$ cat src/rtl/maxnet_iteration_controller.sv
// +--------------------------------------------------------------------------+
// | maxnet_iteration_controller: Maxnet winner-take-all iteration sequencer.  |
// | Rev 1.0                                                                   |
// +--------------------------------------------------------------------------+
`default_nettype none

module maxnet_iteration_controller #(
  parameter int XLEN       = 32,
  parameter int PU_LATENCY = 2,
  parameter int MAX_ITER   = 255,
  parameter int ITER_W     = 8
) (
  input  logic              clk,
  input  logic              rst,
  input  logic              start,
  input  logic [XLEN-1:0]   data_in0,
  input  logic [XLEN-1:0]   data_in1,
  input  logic [XLEN-1:0]   data_in2,
  input  logic [XLEN-1:0]   data_in3,
  input  logic [XLEN-1:0]   pu_result0,
  input  logic [XLEN-1:0]   pu_result1,
  input  logic [XLEN-1:0]   pu_result2,
  input  logic [XLEN-1:0]   pu_result3,
  output logic [XLEN-1:0]   pu_num0,
  output logic [XLEN-1:0]   pu_num1,
  output logic [XLEN-1:0]   pu_num2,
  output logic [XLEN-1:0]   pu_num3,
  output logic              busy,
  output logic              done,
  output logic [1:0]        winner_idx,
  output logic [XLEN-1:0]   winner_val,
  output logic              no_winner,
  output logic              timeout,
  output logic [ITER_W-1:0] iter_count
);

  localparam int WAIT_W = (PU_LATENCY > 1) ? $clog2(PU_LATENCY) : 1;

  typedef enum logic [2:0] {
    ST_IDLE    = 3'd0,
    ST_WAIT    = 3'd1,
    ST_CAPTURE = 3'd2,
    ST_CHECK   = 3'd3,
    ST_DONE    = 3'd4
  } state_t;

  state_t              state_q, state_d;
  logic [XLEN-1:0]     v_q [4];
  logic [XLEN-1:0]     v_d [4];
  logic [ITER_W-1:0]   iter_q, iter_d;
  logic [WAIT_W-1:0]   wcnt_q, wcnt_d;
  logic                busy_q, busy_d;
  logic                done_q, done_d;
  logic [1:0]          widx_q, widx_d;
  logic [XLEN-1:0]     wval_q, wval_d;
  logic                nowin_q, nowin_d;
  logic                tmo_q, tmo_d;

  logic [XLEN-1:0]     din_w [4];
  logic [XLEN-1:0]     res_w [4];
  logic [2:0]          nz_cnt;
  logic [1:0]          nz_low;

  // Negative values and both signed zeros collapse to +0.
  function automatic logic [XLEN-1:0] relu(input logic [XLEN-1:0] x);
    return (x[XLEN-1] || (x[XLEN-2:0] == '0)) ? '0 : x;
  endfunction

  assign din_w[0] = data_in0;
  assign din_w[1] = data_in1;
  assign din_w[2] = data_in2;
  assign din_w[3] = data_in3;
  assign res_w[0] = pu_result0;
  assign res_w[1] = pu_result1;
  assign res_w[2] = pu_result2;
  assign res_w[3] = pu_result3;

  // Descending scan leaves nz_low at the lowest non-zero index.
  always_comb begin
    nz_cnt = '0;
    nz_low = '0;
    for (int k = 3; k >= 0; k--) begin
      if (v_q[k][XLEN-2:0] != '0) begin
        nz_cnt = nz_cnt + 3'd1;
        nz_low = 2'(k);
      end
    end
  end

  always_comb begin
    state_d = state_q;
    v_d     = v_q;
    iter_d  = iter_q;
    wcnt_d  = wcnt_q;
    widx_d  = widx_q;
    wval_d  = wval_q;
    nowin_d = nowin_q;
    tmo_d   = tmo_q;
    case (state_q)
      ST_IDLE, ST_DONE: begin
        if (start) begin
          for (int k = 0; k < 4; k++) v_d[k] = relu(din_w[k]);
          iter_d  = '0;
          wcnt_d  = '0;
          widx_d  = '0;
          wval_d  = '0;
          nowin_d = 1'b0;
          tmo_d   = 1'b0;
          state_d = ST_WAIT;
        end
      end
      ST_WAIT: begin
        if (wcnt_q == WAIT_W'(PU_LATENCY - 1)) begin
          wcnt_d  = '0;
          state_d = ST_CAPTURE;
        end else begin
          wcnt_d = wcnt_q + WAIT_W'(1);
        end
      end
      ST_CAPTURE: begin
        for (int k = 0; k < 4; k++) v_d[k] = relu(res_w[k]);
        iter_d  = iter_q + ITER_W'(1);
        state_d = ST_CHECK;
      end
      ST_CHECK: begin
        if (nz_cnt == 3'd0) begin
          nowin_d = 1'b1;
          widx_d  = '0;
          wval_d  = '0;
          state_d = ST_DONE;
        end else if (nz_cnt == 3'd1) begin
          widx_d  = nz_low;
          wval_d  = v_q[nz_low];
          state_d = ST_DONE;
        end else if (iter_q == ITER_W'(MAX_ITER)) begin
          tmo_d   = 1'b1;
          widx_d  = nz_low;
          wval_d  = v_q[nz_low];
          state_d = ST_DONE;
        end else begin
          state_d = ST_WAIT;
        end
      end
      default: state_d = ST_IDLE;
    endcase
    busy_d = (state_d == ST_WAIT) || (state_d == ST_CAPTURE) || (state_d == ST_CHECK);
    done_d = (state_d == ST_DONE);
  end

  always_ff @(posedge clk) begin
    if (!rst) begin
      state_q <= ST_IDLE;
      for (int k = 0; k < 4; k++) v_q[k] <= '0;
      iter_q  <= '0;
      wcnt_q  <= '0;
      busy_q  <= 1'b0;
      done_q  <= 1'b0;
      widx_q  <= '0;
      wval_q  <= '0;
      nowin_q <= 1'b0;
      tmo_q   <= 1'b0;
    end else begin
      state_q <= state_d;
      for (int k = 0; k < 4; k++) v_q[k] <= v_d[k];
      iter_q  <= iter_d;
      wcnt_q  <= wcnt_d;
      busy_q  <= busy_d;
      done_q  <= done_d;
      widx_q  <= widx_d;
      wval_q  <= wval_d;
      nowin_q <= nowin_d;
      tmo_q   <= tmo_d;
    end
  end

  assign pu_num0    = v_q[0];
  assign pu_num1    = v_q[1];
  assign pu_num2    = v_q[2];
  assign pu_num3    = v_q[3];
  assign busy       = busy_q;
  assign done       = done_q;
  assign winner_idx = widx_q;
  assign winner_val = wval_q;
  assign no_winner  = nowin_q;
  assign timeout    = tmo_q;
  assign iter_count = iter_q;

endmodule

`default_nettype wire

$ cat config.mk
export PLATFORM = sky130hd
export DESIGN_NAME = maxnet_iteration_controller
export DESIGN_NICKNAME = d
export VERILOG_FILES = /design/src/rtl/maxnet_iteration_controller.sv
export SDC_FILE = /design/constraint.sdc
export NUM_CORES = 1
export LEC_CHECK = 0
export ABC_AREA = 1
export CORE_MARGIN = 4
export CORE_UTILIZATION = 40
export CTS_CLUSTER_DIAMETER = 150
export CTS_CLUSTER_SIZE = 12
export DETAILED_ROUTE_END_ITERATION = 8
export HOLD_SLACK_MARGIN = 0.1
export PLACE_DENSITY = 0.73
export RECOVER_POWER = 100
export SYNTH_ARGS = -nofsm -noshare
export SYNTH_HDL_FRONTEND = slang
export SYNTH_SLANG_ARGS = --single-unit
$ cat constraint.sdc
create_clock -name clk -period 3.7 [get_ports clk]
set_input_delay 0.925 -clock clk [delete_from_list [all_inputs] [get_ports clk]]
set_output_delay 0.925 -clock clk [all_outputs]
set_load 0.03 [all_outputs]
* Word level (Yosys, flattened, before mapping)
Cells that the tools add are included.
Word-level totals: input port bits 259, flip-flop bits (word level) 178, logic and storage cells 117
Operators by class: equal/unequal tests 16, order comparisons 1, bitwise gates (word level) 1, muxes and demuxes 48, $add $sub $neg 5, reductions and logical operators 33
Operator list (number):
- 32-bit 2-to-1 mux | 14
- 128-bit case mux with 2 select lines | 1
- 31-bit logical NOT | 8
- 128-bit 2-to-1 mux | 1
- 31-bit nonzero test | 4
- 32-bit binary-select mux with 2-bit select | 1
- 32-bit case mux with 2 select lines | 1
- 3-bit 2-to-1 mux | 8
- 2-bit 2-to-1 mux | 8
- 8-bit case mux with 2 select lines | 1
- 3-bit by 2-bit == test with 1-bit output (second input constant) | 4
- 3-bit case mux with 4 select lines | 1
- 1-bit logical OR | 10
- 2-bit inequality test (second input constant) | 5
- 3-bit by 1-bit adder with 3-bit output (second input constant) | 3
- 3-bit by 1-bit == test with 1-bit output (second input constant) | 3
- 8-bit by 1-bit adder with 8-bit output (second input constant) | 1
- 8-bit == test (second input constant) | 1
- 8-bit 2-to-1 mux | 1
- 1-bit 2-to-1 mux | 7
- 3-bit == test (second input constant) | 2
- 3-bit logical NOT | 2
- 1-bit case mux with 2 select lines | 3
- 3-bit AND reduction | 2
- other kinds (9) | 12

* Longest topological paths before layout
depth after elaboration 15, mapped depth 21, gate-level depth less buffers 20

* Worst setup path before layout
Ideal clock, no wire load.
kind reg-to-reg, start register v_q, in the netlist pu_num2[24], end register wval_q[2] (netlist: winner_val[2]), period minus slack after synthesis 2.876 ns, setup slack 0.824 ns, arrival 2.765 ns, stages on the path, launching flop included 18, library setup time 0.111 ns, cell sequence dfxtp_1 nor4_1 nand4_1 nor2_1 ha_1 inv_1 nand2_1 nand2_1 inv_1 ha_1 or2_2 nand2_2 nand2_2 a21oi_4 buf_6 nand2_1 inv_1 nor2_1
Between the ends: cells in the longest elaborated chain, start to end 12, elaborated cells between the ends (all ways) 21, those cells by class add/sub (2); eq/ne (2); mux (13); bitwise (1); reduce/logical (3)
Ends and longest elaborated chain:
- start: declaration | line 48 | logic [XLEN-1:0] v_q [4];
- 31-bit nonzero test * | line 83 | if (v_q[k][XLEN-2:0] != '0) begin
- branches (longest 11 deep; another with 3-bit by 1-bit adder with 3-bit output)
- end signal: assignment | line 170 | wval_q <= wval_d;
- end: declaration | line 55 | logic [XLEN-1:0] wval_q, wval_d;
Mark *: on every way between the ends. The select of a mux whose other input is x is not followed. A chain may end at the register's enable or synchronous reset.

* Worst setup path after layout
start register v_q, in the netlist pu_num2[5], end register widx_q[1] (netlist: winner_idx[1])
Between the ends: cells in the longest elaborated chain, start to end 10, elaborated cells between the ends (all ways) 17, those cells by class add/sub (2); eq/ne (2); mux (10); reduce/logical (3)
Ends and longest elaborated chain:
- 31-bit nonzero test * | line 83
- 3-bit 2-to-1 mux | line 83
- 3-bit by 1-bit adder with 3-bit output | line 84 | nz_cnt = nz_cnt + 3'd1;
- 3-bit 2-to-1 mux | line 83
- 3-bit by 1-bit adder with 3-bit output | line 84
- 3-bit 2-to-1 mux | line 83
- 3-bit by 1-bit == test with 1-bit output | line 131 | end else if (nz_cnt == 3'd1) begin
- 2-bit 2-to-1 mux | line 131
- 2-bit 2-to-1 mux | line 126 | if (nz_cnt == 3'd0) begin
- 2-bit case mux with 2 select lines | line 99 | case (state_q)
- end signal: assignment | line 169 | widx_q <= widx_d;
- end: declaration | line 54 | logic [1:0] widx_q, widx_d;
Every way passes the cells marked *; elsewhere a longest branch is shown, timed or not. The select of a mux whose other input is x is not followed.

==> out/metrics.sh <==
POSTSYNTHCELLCOUNT=1914
PD_CELLS_nW_PER_UM2=373
FINAL_ANTENNA_NET_COUNT=0
SYN_AREA_CELL_SQ_UM=5.88
CTS.REPAIR_TIMING.SETUP_BUFFER_COUNT=0
INITIAL_ANTENNA_VIOLATION_COUNT=0
NETLIST_AREA_SQ_UM=11300
MAX_CAP_VIOLATIONS=2
R2R_SETUP_SLACK_PS=350
DIE-AREA_SQ_UM=30900
SYNTH_FF_TYPE='sky130_fd_sc_hd__dfxtp_1'
CLK_LATENCY_PS=430
POST_SYNTH_NUM_CELL_TYPES=43
DIE_W_UM=176
GRT-OVFL-TOTAL=0
FINAL_MIN_PERIOD_OVER_CLOCK_PERIOD_PCT=90.5
NUMBER_OF_CELLS_IN_THE_DESIGN_AFTER_PLACEMENT=2653
MAX_SLEW.WORST_PIN.SLEW_PS=1680
GLOBALROUTETOTALUTIL_PCT=31.3
DETAILEDROUTE.FIRSTPASSITERATIONCOUNT=6
MET3_WIRELENGTH_MM=4.56
GRT_FIRST_PASS_WIRELENGTH_MM=75.7
ROUTED_WL_MM=50.4
WORSTPATHCELLLIST='nor4_1 > nand4_1 > nor2_1 > ha_1 > inv_1 > nand2_1 > nand2_1 > inv_1 > ha_1 > or2_2 > nand2_2 > nand2_2 > nand2_4 > nand2_4 > nand2_1 > nand2_1 > nor2_1'
SETUP_VIOL_COUNT_FINAL=0
FLOORPLAN.IO_PINS=433
REG2REG_DEPTH=17
SLEW-LIMIT-HEADROOM_PCT=-11.8
STDCELL_COUNT=2685
TIMING.HOLD.WORST_ENDPOINT='pu_num0[31]$_SDFFE_PN0P_'
SYNTHARSTFLOPSHARE_PCT=0
NUMCLOCKSINKS=178
PLACE.GP.CONGESTION=0.966
SKEW_PS=17.8
ROWS=61
LEAKAGE_nW=7.98
WORST_HOLD_PATH_STAGE_COUNT=2
SYNTH_SEQUENTIAL_AREA_RATIO_PCT=31.7
SYNTH_ENABLE_FLOP_CELLS=0
CLKTRANSATPATHREGS_PS=70
CPPEAKSTAGEDELAY_PS=480
CRITICAL_PATH_PEAK_FANOUT=34
DRCVIOLATIONCOUNT=0
HOLDCRITSTARTPOINT='pu_num0[31]$_SDFFE_PN0P_'
AREA_DELTA_SYNTH_FINAL_PCT=45.4
STARTPOINT_OF_THE_WORST_REGISTER_TO_REGISTER_PATH='pu_num2[5]$_SDFFE_PN0P_'
DETAIL_ROUTE.ITER0.VIOLATIONS=1490
TIMING_WORST_SETUP_PATH_TYPE='reg -> reg'
DR.MAX_LAYER_USED='met4'
PATH_BUF_INV=2
DRIVE_ABOVE_1_SHARE_PCT=3.94
HPWLAFTERDP_MM=40.4
CPLARGESTDELAYFAMILY='simple AND/OR/NAND/NOR gates'
LARGEST_NET_DEGREE_AT_THE_START_OF_GLOBAL_ROUTING=89
ROUTE.LAYER.MET1.WL_MM=20.5
ARRIVAL_PS=3710
FIN_CRIT_PS=3350
REQUIRED_PS=4060
LARGEST_VOLTAGE_DROP_ON_THE_VDD_NET_mV=0.304
STATUS='complete, but fails checks'
FINAL_HOLD_VIOL_COUNT=0
ROUTED-WL-MET2_MM=24.0
TIMING.CRITICAL_PATH.MODE_CELL='sky130_fd_sc_hd__nand2_1'
DESIGN.CORE.AREA_SQ_UM=27800
WARNINGS_FROM_YOSYS=0
CTS_TREE='done'
MAPPEDNETLISTNETS=2180
FINAL_MAX_SLEW_VIOL_COUNT=118
PORT-BUFFER-COUNT=432
ROUTE.VIAS.TOTAL=13850
FP.DIEH_UM=176
NUM_ANTENNA_CELLS=0
CRIT_PATH_END_KIND='flop'
START_UTIL_PCT=40.5
CP_SLOWEST_CELL='sky130_fd_sc_hd__nor4_1'
CTS.HTREE.LEVELS=4
NUMCTSBUFFERS=17
VIOLATIONS_IN_THE_FINAL_REPORTS='capacitance limit, slew limit'
CTS.ROOT.BUFFER_CELL='sky130_fd_sc_hd__clkbuf_16'
ROUTEDWLPERCELL_UM=18.8
AVGVIACOUNTPERCELL=5.16
NETS=2560
GRT_SETUP_UNREPAIRED='no'
CTS.PATH.MAX_BUFFERS=2
NUMBER_OF_SYNTHESIZED_REGISTER_BITS=178
SETUP-TNS-FINAL_PS=0
TIMING.FMAX_GHz=0.299
HOLDCRITPATHCLASS='reg -> reg'
CTS-HOLD-FIX-BUFFERS=0
WORST_R2R_ENDPOINT='winner_idx[1]$_SDFFE_PN0P_'
FIRST_GLOBAL_VIAS=13200
START_KIND='flop'
POST_CTS_RESIZED=0
[cell families after synthesis]
logic type	Yosys count	share of synthesized area, %
and+or+nand+nor	1095	42.1
buffers and inverters	454	16.3
AOI/OAI and AO/OA	180	9.16
DFF	178	31.7
adders and majority gates	7	0.778
[worst max path at each step]
stage / cells past startpoint / endpoint / start / slack, ps
after floorplan: 17 / winner_val[2]$_SDFFE_PN0P_ / pu_num2[24]$_SDFFE_PN0P_ / 820
after global placement: 10 / pu_num1[9]$_SDFFE_PN0P_ / pu_result1[16] / 480
after detailed placement: 17 / winner_idx[1]$_SDFFE_PN0P_ / pu_num3[1]$_SDFFE_PN0P_ / 420
after CTS: 17 / winner_idx[1]$_SDFFE_PN0P_ / pu_num3[1]$_SDFFE_PN0P_ / 390
after global routing: 19 / winner_val[11]$_SDFFE_PN0P_ / pu_num2[5]$_SDFFE_PN0P_ / 50
final: 17 / winner_idx[1]$_SDFFE_PN0P_ / pu_num2[5]$_SDFFE_PN0P_ / 350
[layout make-up]
type	count	area [sq um]
sequential	178	3560
clock inverter	13	139
fill	2744	11400
inverter	350	1320
clock buffer	19	433
tap	378	473
multi-input combinational	1282	5880
timing repair buffer	465	4570
[worst reg2reg max path, cell delays in order (launching register included)]
cell                      delay (ps)
sky130_fd_sc_hd__dfxtp_1         360
sky130_fd_sc_hd__nor4_1          480
sky130_fd_sc_hd__nand4_1         180
sky130_fd_sc_hd__nor2_1          270
sky130_fd_sc_hd__ha_1            300
sky130_fd_sc_hd__inv_1            60
sky130_fd_sc_hd__nand2_1          60
sky130_fd_sc_hd__nand2_1          90
sky130_fd_sc_hd__inv_1            50
sky130_fd_sc_hd__ha_1            270
sky130_fd_sc_hd__or2_2           300
sky130_fd_sc_hd__nand2_2          90
sky130_fd_sc_hd__nand2_2         120
sky130_fd_sc_hd__nand2_4         100
sky130_fd_sc_hd__nand2_4         220
sky130_fd_sc_hd__nand2_1         160
sky130_fd_sc_hd__nand2_1          50
sky130_fd_sc_hd__nor2_1          120
[metrics by stage]
stage	total power [mW]	instance area [sq um]	setup WS [ps]	hold WS [ps]	utilization, %
final	6.10	16400	352	470	58.9
after floorplan	3.41	11300	824	466	-
after global routing	6.40	16400	46.7	485	58.9
after CTS	6.17	16400	391	471	59.1
after detailed placement	4.35	15800	423	460	57.0
after global placement	4.33	15800	475	465	57.0
[cell usage after synthesis, types with 2 or more instances]
cell type                  count  share of area (%)
sky130_fd_sc_hd__a211oi_1      2               0.13
sky130_fd_sc_hd__a21oi_1      56                2.5
sky130_fd_sc_hd__a31oi_1      15               0.83
sky130_fd_sc_hd__buf_1         3               0.10
sky130_fd_sc_hd__buf_2        23                1.0
sky130_fd_sc_hd__buf_4         2               0.13
sky130_fd_sc_hd__buf_6        13                1.3
sky130_fd_sc_hd__clkbuf_1     63                2.1
sky130_fd_sc_hd__clkinv_1     13               0.43
sky130_fd_sc_hd__dfxtp_1     178                 32
sky130_fd_sc_hd__ha_1          7               0.78
sky130_fd_sc_hd__inv_1       331                 11
sky130_fd_sc_hd__inv_2         5               0.17
sky130_fd_sc_hd__nand2_1     492                 16
sky130_fd_sc_hd__nand2_2       6               0.33
sky130_fd_sc_hd__nand2_4       2               0.20
sky130_fd_sc_hd__nand3_1     240                 11
sky130_fd_sc_hd__nand3_2       2               0.18
sky130_fd_sc_hd__nand3b_1      2               0.13
sky130_fd_sc_hd__nand4_1      19                1.1
sky130_fd_sc_hd__nor2_1      241                8.0
sky130_fd_sc_hd__nor2_2        2               0.11
sky130_fd_sc_hd__nor2_4        2               0.20
sky130_fd_sc_hd__nor3_1       18               0.80
sky130_fd_sc_hd__nor4_1       60                3.3
sky130_fd_sc_hd__o211ai_1     28                1.9
sky130_fd_sc_hd__o21ai_0      67                3.0
sky130_fd_sc_hd__o21bai_1      3               0.20
sky130_fd_sc_hd__o22ai_1       2               0.11
sky130_fd_sc_hd__or2_2         4               0.22
[routing by layer]
metal | global-route usage (%) | up-vias
li1 | - | 6775
met5 | 0 | -
met2 | 54.2 | 721
met1 | 39.4 | 6283
met4 | 9.62 | 0
met3 | 6.24 | 71
[state kept, by name, summed over array words and instances, names as in the netlist, 2 cells and up]
signal	flops
state_q	3
winner_idx	2
pu_num3	32
pu_num1	32
iter_count	8
pu_num0	32
pu_num2	32
winner_val	32
[cell usage in the layout (no fill, tap or decap), types with 7 or more instances in the layout]
cell type and n:
sky130_fd_sc_hd__nand3_1 240, sky130_fd_sc_hd__a31oi_1 15, sky130_fd_sc_hd__inv_1 332, sky130_fd_sc_hd__nor2_1 235
sky130_fd_sc_hd__nand4_1 19, sky130_fd_sc_hd__o211ai_1 28, sky130_fd_sc_hd__ha_1 7, sky130_fd_sc_hd__nor3_1 19
sky130_fd_sc_hd__o21ai_0 67, sky130_fd_sc_hd__dfxtp_1 178, sky130_fd_sc_hd__clkbuf_16 17, sky130_fd_sc_hd__nor4_1 60
sky130_fd_sc_hd__nor2_2 8, sky130_fd_sc_hd__nand2_1 491, sky130_fd_sc_hd__clkdlybuf4s50_1 254, sky130_fd_sc_hd__clkbuf_1 8
sky130_fd_sc_hd__buf_4 24, sky130_fd_sc_hd__dlygate4sd3_1 177, sky130_fd_sc_hd__a21oi_1 55, sky130_fd_sc_hd__clkinv_1 13
[power breakdown]
group          total [mW]  switching (mW)  internal (mW)  leakage, nW
sequential           2.22           0.152           2.06         1.46
combinational        2.05            1.26          0.791         6.25
clock                1.83           0.877          0.957        0.272
(Power assumes the default switching activity.)
